### config.mk
export PLATFORM = sky130hd
export DESIGN_NAME = matrix_input_parser
export DESIGN_NICKNAME = d
export VERILOG_FILES = /design/src/rtl/matrix_input_parser.sv
export SDC_FILE = /design/constraint.sdc
export NUM_CORES = 1
export LEC_CHECK = 0
export ABC_AREA = 1
export CAP_MARGIN = 10
export CORE_MARGIN = 1
export CORE_UTILIZATION = 47
export DETAILED_ROUTE_END_ITERATION = 16
export GPL_ROUTABILITY_DRIVEN = 0
export PLACE_DENSITY = 0.75
export RECOVER_POWER = 50
export SLEW_MARGIN = 10
export SYNTH_ARGS = -nofsm -noshare
export SYNTH_HDL_FRONTEND = slang
export SYNTH_SLANG_ARGS = --single-unit
### constraint.sdc
create_clock -name clk -period 3.7 [get_ports clk]
set_input_delay 1.11 -clock clk [delete_from_list [all_inputs] [get_ports clk]]
set_output_delay 1.11 -clock clk [all_outputs]
set_load 0.1 [all_outputs]
### src/rtl/matrix_input_parser.sv
// -----------------------------------------------------------------------------
// matrix_input_parser
//
// Parses an ASCII-decimal byte stream "m n e0 e1 ... e(m*n-1)" coming from the
// UART receiver into matrix dimensions and elements. Elements are written
// row-major into matrix storage starting at a base address supplied with the
// start pulse. A one-cycle done pulse reports completion together with a
// status code.
//
// Ports
//   clk          in   1   system clock
//   rst_n        in   1   asynchronous active-low reset
//   w_en_input   in   1   start pulse; ignored while a parse is in progress
//   i_base_addr  in   8   storage base address, sampled on an accepted start
//   i_rx_valid   in   1   one-cycle strobe, i_rx_data holds a new byte
//   i_rx_data    in   8   received byte
//   o_wr_en      out  1   storage write strobe, one cycle per element
//   o_wr_addr    out  8   storage write address (holds between strobes)
//   o_wr_data    out  32  element value, zero-extended (holds between strobes)
//   o_in_m       out  32  parsed row count, held until the next accepted start
//   o_in_n       out  32  parsed column count, held until the next accepted start
//   o_busy       out  1   high from accepted start until the done cycle
//   o_in_done    out  1   one-cycle completion pulse
//   o_in_err     out  2   0 ok, 1 bad dimension, 2 element out of range,
//                         3 illegal character; held until the next start
// -----------------------------------------------------------------------------
module matrix_input_parser #(
    parameter int MAX_DIM  = 5,
    parameter int ELEM_MAX = 9
) (
    input  logic        clk,
    input  logic        rst_n,
    input  logic        w_en_input,
    input  logic [7:0]  i_base_addr,
    input  logic        i_rx_valid,
    input  logic [7:0]  i_rx_data,
    output logic        o_wr_en,
    output logic [7:0]  o_wr_addr,
    output logic [31:0] o_wr_data,
    output logic [31:0] o_in_m,
    output logic [31:0] o_in_n,
    output logic        o_busy,
    output logic        o_in_done,
    output logic [1:0]  o_in_err
);

    localparam logic [7:0] MAX_DIM_B  = 8'(MAX_DIM);
    localparam logic [7:0] ELEM_MAX_B = 8'(ELEM_MAX);

    localparam logic [1:0] ERR_DIM  = 2'd1;
    localparam logic [1:0] ERR_ELEM = 2'd2;
    localparam logic [1:0] ERR_CHAR = 2'd3;

    typedef enum logic [2:0] {
        IDLE,
        GET_M,
        GET_N,
        GET_ELEM,
        WRITE,
        DONE,
        ERR
    } state_t;

    state_t     state, state_next;

    logic [7:0] base_q;
    logic [7:0] acc_q;
    logic       have_digit_q;   // current token holds at least one digit
    logic [7:0] m_q;
    logic [7:0] n_q;
    logic [7:0] idx_q;
    logic [7:0] total_q;
    logic [7:0] wr_addr_q;
    logic [7:0] wr_data_q;
    logic [1:0] err_q;

    logic        is_digit;
    logic        is_sep;
    logic        parsing;
    logic        rx_take;
    logic        tok_end;
    logic        bad_char;
    logic        start_ok;
    logic [11:0] acc_wide;
    logic [7:0]  acc_sat;
    logic        dim_ok;
    logic        elem_ok;
    logic        last_elem;
    logic        err_set;
    logic [1:0]  err_code;

    // -------------------------------------------------------------------------
    // Byte classification and accumulator arithmetic
    // -------------------------------------------------------------------------
    assign is_digit = (i_rx_data >= 8'h30) && (i_rx_data <= 8'h39);
    assign is_sep   = (i_rx_data == 8'h20) || (i_rx_data == 8'h0D) ||
                      (i_rx_data == 8'h0A);

    // Bytes only matter while a token is being looked for; in IDLE and in the
    // single-cycle WRITE/DONE/ERR states they are dropped.
    assign parsing  = (state == GET_M) || (state == GET_N) || (state == GET_ELEM);
    assign rx_take  = parsing && i_rx_valid;

    // A separator only closes a token once a digit has been seen, so runs of
    // separators and leading separators collapse to nothing.
    assign tok_end  = rx_take && is_sep && have_digit_q;
    assign bad_char = rx_take && !is_digit && !is_sep;
    assign start_ok = (state == IDLE) && w_en_input;

    // 255*10+9 = 2559 fits in 12 bits, so the saturation test is exact.
    assign acc_wide = ({4'd0, acc_q} * 12'd10) + {8'd0, i_rx_data[3:0]};
    assign acc_sat  = (acc_wide > 12'd255) ? 8'hFF : acc_wide[7:0];

    assign dim_ok    = (acc_q >= 8'd1) && (acc_q <= MAX_DIM_B);
    assign elem_ok   = (acc_q <= ELEM_MAX_B);
    assign last_elem = (idx_q == (total_q - 8'd1));

    // -------------------------------------------------------------------------
    // FSM state register
    // -------------------------------------------------------------------------
    // NOTE: every clocked process uses non-blocking assignments so all
    // registers update from the same pre-edge values, independent of order.
    always_ff @(posedge clk or negedge rst_n) begin
        if (!rst_n) begin
            state <= IDLE;
        end else begin
            state <= state_next;
        end
    end

    // -------------------------------------------------------------------------
    // FSM next-state and error decode
    // -------------------------------------------------------------------------
    // NOTE: defaults are assigned first so no path leaves a signal unassigned,
    // which would otherwise infer a latch.
    always_comb begin
        state_next = state;
        err_set    = 1'b0;
        err_code   = 2'd0;

        unique case (state)
            IDLE: begin
                if (w_en_input) begin
                    state_next = GET_M;
                end
            end

            GET_M, GET_N: begin
                if (bad_char) begin
                    err_set    = 1'b1;
                    err_code   = ERR_CHAR;
                    state_next = ERR;
                end else if (tok_end) begin
                    if (!dim_ok) begin
                        err_set    = 1'b1;
                        err_code   = ERR_DIM;
                        state_next = ERR;
                    end else begin
                        state_next = (state == GET_M) ? GET_N : GET_ELEM;
                    end
                end
            end

            GET_ELEM: begin
                if (bad_char) begin
                    err_set    = 1'b1;
                    err_code   = ERR_CHAR;
                    state_next = ERR;
                end else if (tok_end) begin
                    if (!elem_ok) begin
                        err_set    = 1'b1;
                        err_code   = ERR_ELEM;
                        state_next = ERR;
                    end else begin
                        state_next = WRITE;
                    end
                end
            end

            WRITE: begin
                state_next = last_elem ? DONE : GET_ELEM;
            end

            DONE, ERR: begin
                state_next = IDLE;
            end

            default: begin
                state_next = IDLE;
            end
        endcase
    end

    // -------------------------------------------------------------------------
    // Datapath: accumulator, dimensions, element index, write port, status
    // -------------------------------------------------------------------------
    always_ff @(posedge clk or negedge rst_n) begin
        if (!rst_n) begin
            base_q       <= 8'd0;
            acc_q        <= 8'd0;
            have_digit_q <= 1'b0;
            m_q          <= 8'd0;
            n_q          <= 8'd0;
            idx_q        <= 8'd0;
            total_q      <= 8'd0;
            wr_addr_q    <= 8'd0;
            wr_data_q    <= 8'd0;
            err_q        <= 2'd0;
        end else begin
            if (start_ok) begin
                base_q       <= i_base_addr;
                acc_q        <= 8'd0;
                have_digit_q <= 1'b0;
                m_q          <= 8'd0;
                n_q          <= 8'd0;
                idx_q        <= 8'd0;
                total_q      <= 8'd0;
                err_q        <= 2'd0;
            end

            if (rx_take && is_digit) begin
                acc_q        <= acc_sat;
                have_digit_q <= 1'b1;
            end

            if (tok_end) begin
                acc_q        <= 8'd0;
                have_digit_q <= 1'b0;

                if (state == GET_M && dim_ok) begin
                    m_q <= acc_q;
                end

                if (state == GET_N && dim_ok) begin
                    n_q     <= acc_q;
                    total_q <= m_q * acc_q;
                    idx_q   <= 8'd0;
                end

                // Address and data are registered here so they are stable for
                // the whole WRITE cycle and hold afterwards.
                if (state == GET_ELEM && elem_ok) begin
                    wr_addr_q <= base_q + idx_q;
                    wr_data_q <= acc_q;
                end
            end

            if (state == WRITE) begin
                idx_q <= idx_q + 8'd1;
            end

            if (err_set) begin
                err_q <= err_code;
            end
        end
    end

    // -------------------------------------------------------------------------
    // Outputs
    // -------------------------------------------------------------------------
    assign o_wr_en   = (state == WRITE);
    assign o_wr_addr = wr_addr_q;
    assign o_wr_data = {24'd0, wr_data_q};
    assign o_in_m    = {24'd0, m_q};
    assign o_in_n    = {24'd0, n_q};
    assign o_busy    = parsing || (state == WRITE);
    assign o_in_done = (state == DONE) || (state == ERR);
    assign o_in_err  = err_q;

endmodule
After elaboration in Yosys (flattened, before gate mapping):

Cells that the tools add are included.

* $add $sub $neg: 4
* $mul: 2
* order comparisons: 6
* eq/ne operators: 13
* mux-type cells: 46
* reduce and logical (&&, ||, !) cells: 26

Operators by type and width (number)
* two-way mux 8 bit: 17
* two-way mux 3 bit: 7
* == test 8 x 4 -> 1 bit (second input constant): 2
* two-way mux 2 bit: 7
* adder 12 x 4 -> 12 bit: 1
* greater-than comparator 12 x 8 -> 1 bit (second input constant): 1
* logical AND 1 bit: 12
* two-way mux 1 bit: 12
* case mux 3 bit (4 select lines): 1
* multiplier 8 x 3 -> 11 bit (second input constant): 1
* == test 3 bit (second input constant): 3
* adder 8 x 1 -> 8 bit (second input constant): 1
* adder 8 bit: 1
* == test 8 x 6 -> 1 bit (second input constant): 1
* == test 8 bit: 1
* >= comparator 8 x 1 -> 1 bit (second input constant): 1
* >= comparator 8 x 6 -> 1 bit (second input constant): 1
* <= comparator 8 x 3 -> 1 bit (second input constant): 1
* <= comparator 8 x 4 -> 1 bit (second input constant): 1
* <= comparator 8 x 6 -> 1 bit (second input constant): 1
* multiplier 8 x 8 -> 8 bit: 1
* subtractor 8 x 1 -> 8 bit (second input constant): 1
* == test 3 x 2 -> 1 bit (second input constant): 2
* logical OR 1 bit: 6
* 12 further kinds: 14

* bits in registers: 70
* word-level logic and storage cells: 108

Logic depth before layout (Yosys ltp):

* depth in word-level cells: 10
* mapped depth: 22

Worst setup path after synthesis:

OpenSTA, ideal clock, no wires.

* path kind: register to register
* start: register m_q[1]
* end: register total_q[7]
* arrival: 4.052 ns
* data required time: 3.583 ns
* setup slack: -0.470 ns
* cell stages (with the launch flop): 21
* period minus slack after synthesis: 4.170 ns
* cell sequence: dfrtp_1 -> buf_2 -> nand2_1 -> inv_1 -> fa_1 -> inv_1 -> fa_1 -> inv_1 -> fa_1 -> fa_1 -> ha_1 -> a21oi_1 -> nand2_1 -> xor2_1 -> inv_1 -> nand2_1 -> nand2_1 -> inv_1 -> nand2_1 -> nand3_1 -> nand2_1

* cells in the longest elaborated chain, start to end: 3

Ends and longest elaborated chain
* start, declared: RTL line 69 `logic [7:0] m_q;`
* start signal, assigned: RTL line 231 `m_q <= acc_q;`
* multiplier 8 x 8 -> 8 bit: RTL line 236 `total_q <= m_q * acc_q;`
* two-way mux 8 bit: RTL line 234 `if (state == GET_N && dim_ok) begin`
* two-way mux 8 bit: RTL line 226 `if (tok_end) begin`
* end signal, assigned: RTL line 236
* end, declared: RTL line 72 `logic [7:0] total_q;`

Every way passes these cells.
A chain may end at the register's enable or synchronous reset.

Worst setup path in the final report:

Same ends and word-level chain as after synthesis.

==> results.cfg <==
[global_route]
grt_overflow = 0
grt_pass1_wl_um = 20000
gr-usage-all-layers_pct = 19.5
antenna_found_initial = 0
grt_pass1_vias = 4355
grt_start_max_net_pins = 71

[yosys]
netlist.area_leader.share_pct = 29.8
synthTopCellsByArea = dfrtp_1 (30%), nand2_1 (14%), buf_4 (9.3%)
ys_seq_area_share_pct = 29.8
yosysUniqueCellTypes = 37
netlist_instances = 779
yosysWarnings = 0
ys_ff_latch = 70
synth_top_area_cell = dfrtp_1
syn_avg_cell_area_um2 = 7.55
syn_area_um2 = 5880

[clocking]
root_buffer = clkbuf_16
path_clk_slew_ps = 60
cts-htree-levels = 3
cts_hold_buffers = 0
insertion_delay_ps = 340
cts_tree = done
clkSinkCount = 70
max-clock-path-buffers = 2
cts_buffers = 9

[worst_setup_path]
worst_r2r_endpoint = total_q[7]
r2r_slack_ps = 110
reg2reg_depth = 19
startpoint_type = flop
path_cells = nand2_1 > inv_1 > fa_2 > inv_2 > fa_1 > inv_1 > fa_1 > fa_1 > ha_4 > a21oi_2 > nand2_1 > xor2_1 > inv_1 > nand2_1 > nand2_1 > inv_1 > nand2_1 > nand3_1 > nand2_1
critical_path_class = reg2reg
cp_data_required_time_ps = 3920
crit_fanout = 6
crit_top_cell = nand2_1
end_kind = flop
critical_path.max_stage_delay_ps = 570
r2r_start = m_q[1]
cp_slowest_cell = fa_1
cp.arrival_ps = 3810

[layout]
fin_nets = 922
post-route-util_pct = 54.1
fillers = 1177
n_antenna_cell = 0
drive_above_1_share_pct = 13.0
final_cell_mix = nand2_1 (227), inv_1 (106), conb_1 (72), dfrtp_1 (61), nand3_1 (59)
syn2layout_area_growth_pct = 11.4
layout.cells.most_common = nand2_1

[floorplan]
die_area_um2 = 13000
initial_core_util_pct = 48.6
coreArea_um2 = 12100
die_y_um = 114
die_w_um = 114
io_pins = 129
fp-row-count = 40

[sta]
post-route-min-period_ps = 3590
finClkSkew_ps = 12.7
hold_slack_ps = 461
min_period_over_period_pct = 97.0
setup_violations = 0
finalSetupTns_ps = 0
tightest_slew_ps = 1730
rsz0062_at_grt = true
hold_violations = 0
max_freq_mhz = 279
timing.final.max_slew_violations = 71
max_slew_margin_pct = -15.0

[run_status]
violations = capacitance limit, slew limit
outcome = finished with violations

[route]
drt_iter0_markers = 279
ant_nets = 0
vias_per_cell = 4.61
detail_route.wl_per_cell_um = 11.9
wl_um = 12100
drcViolationCount = 0
dr.pass1.iters = 4
vias = 4693

[placed_design]
hpwl_um = 9090
portBuffers = 56

[job]
drv_cap = 1

[pwr]
power_leakage_nw = 3.82
finalPower_mw = 3.33
ir_worst_vdd_mv = 0.265
power.density_nw_per_um2 = 509

[min_path]
hold_class = reg2reg
worstHoldStart = wr_data_q[6]
min_path_cells = 2
holdPathEnd = wr_data_q[6]
report_power, final:
part | switching [mW] | leakage, nW | internal [mW]
registers | 0.129 | 0.939 | 0.876
clock network | 0.329 | 0.141 | 0.537
logic | 1.10 | 2.74 | 0.360
total | 1.56 | 3.82 | 1.77
critical path: cells and delay by family, from the launching register on:
kind	cells	cell delay (ps)
flip-flops	1	510
AND/OR/NAND/NOR	7	420
adder cells (fa/ha/maj)	5	1960
XOR/XNOR	1	180
buffers and inverters	5	290
AO/OA/AOI/OAI	1	120
final cells by class:
cell class              count  area (µm²)  area share (%)
repair buffers             74         529            8.07
clock inverters             5        58.8           0.897
inverters                 114         429            6.55
clock buffers              10         239            3.65
well taps                 168         210            3.21
flip-flops and latches     70        1770            27.0
multi-input cells         578        3320            50.7
metal layers:
layer	vias up	GRT usage (%)	part of all wire, %
li1	2399	-	-
met1	2160	25.4	46
met2	123	33.1	48
met3	11	4.36	5.2
met4	0	4.42	0.84
met5	-	0	0
per-stage QoR:
step           instances  instance area, µm²  setup slack, ps
3_3_place_gp         996                6260              170
4_1_cts             1011                6560              102
5_1_grt             1019                6560            -75.3
3_5_place_dp         996                6260              107
6_report            1019                6560              113
2_1_floorplan        850                6190            0.375
synthesized netlist by cell type:
library cell and instances:
a21boi_1 1, a21oi_1 20, a21oi_2 2, a31oi_1 1
and3_1 1, buf_2 8, buf_4 73, buf_6 7
clkinv_2 1, conb_1 1, dfrtp_1 70, fa_1 15
ha_1 40, inv_1 107, inv_2 6, nand2_1 227
nand2_2 5, nand2_4 2, nand3_1 59, nand3_2 2
nand3b_1 6, nand4_1 4, nor2_1 43, nor2_2 3
nor2_4 6, nor2_8 1, nor3_1 2, nor3_4 2
nor3b_1 1, o21ai_0 14, o21ai_1 3, o21ai_2 14
o21bai_1 1, o2bb2ai_1 1, o31ai_1 2, xnor2_1 10
xor2_1 18
sequential cells by signal, summed over array words and instances, names as in the netlist:
name and cells:
acc_q 8, wr_data_q 8, state 3, idx_q 8
n_q 8, o_wr_addr 8, total_q 8, o_in_err 2
base_q 8, m_q 8, have_digit_q 1
logic make-up (layout without fill, tap and decap cells):
| family | count (synthesis) | count (layout) | share of synthesized area (%) |
|---|---|---|---|
| adders and majority gates | 55 | 55 | 13.6 |
| xor gates and xnor gates | 28 | 28 | 4.17 |
| DFF | 70 | 70 | 29.8 |
| and+or+nand+nor | 364 | 364 | 27.5 |
| other | 1 | 72 | 0.0637 |
| AOI/OAI and AO/OA | 59 | 59 | 6.30 |
| buffers and inverters | 202 | 203 | 18.6 |
worst max path at each step:
stage                start         end  slack, ps  cells after the start
floorplan           m_q[5]  total_q[7]        0.4                     16
global placement    m_q[1]  total_q[7]        170                     19
detailed placement  m_q[1]  total_q[7]        110                     19
CTS                 m_q[1]  total_q[7]        100                     19
global route        m_q[1]  total_q[7]        -80                     19
finish              m_q[1]  total_q[7]        110                     19
what timing repair did:
| action | 4_1_cts | 5_1_grt |
|---|---|---|
| setup buffers | 0 | 8 |
| setup endpoints to repair | 0 | 1 |
| resized for setup | 0 | 3 |
No activity file was read; power rests on OpenSTA's default activity.
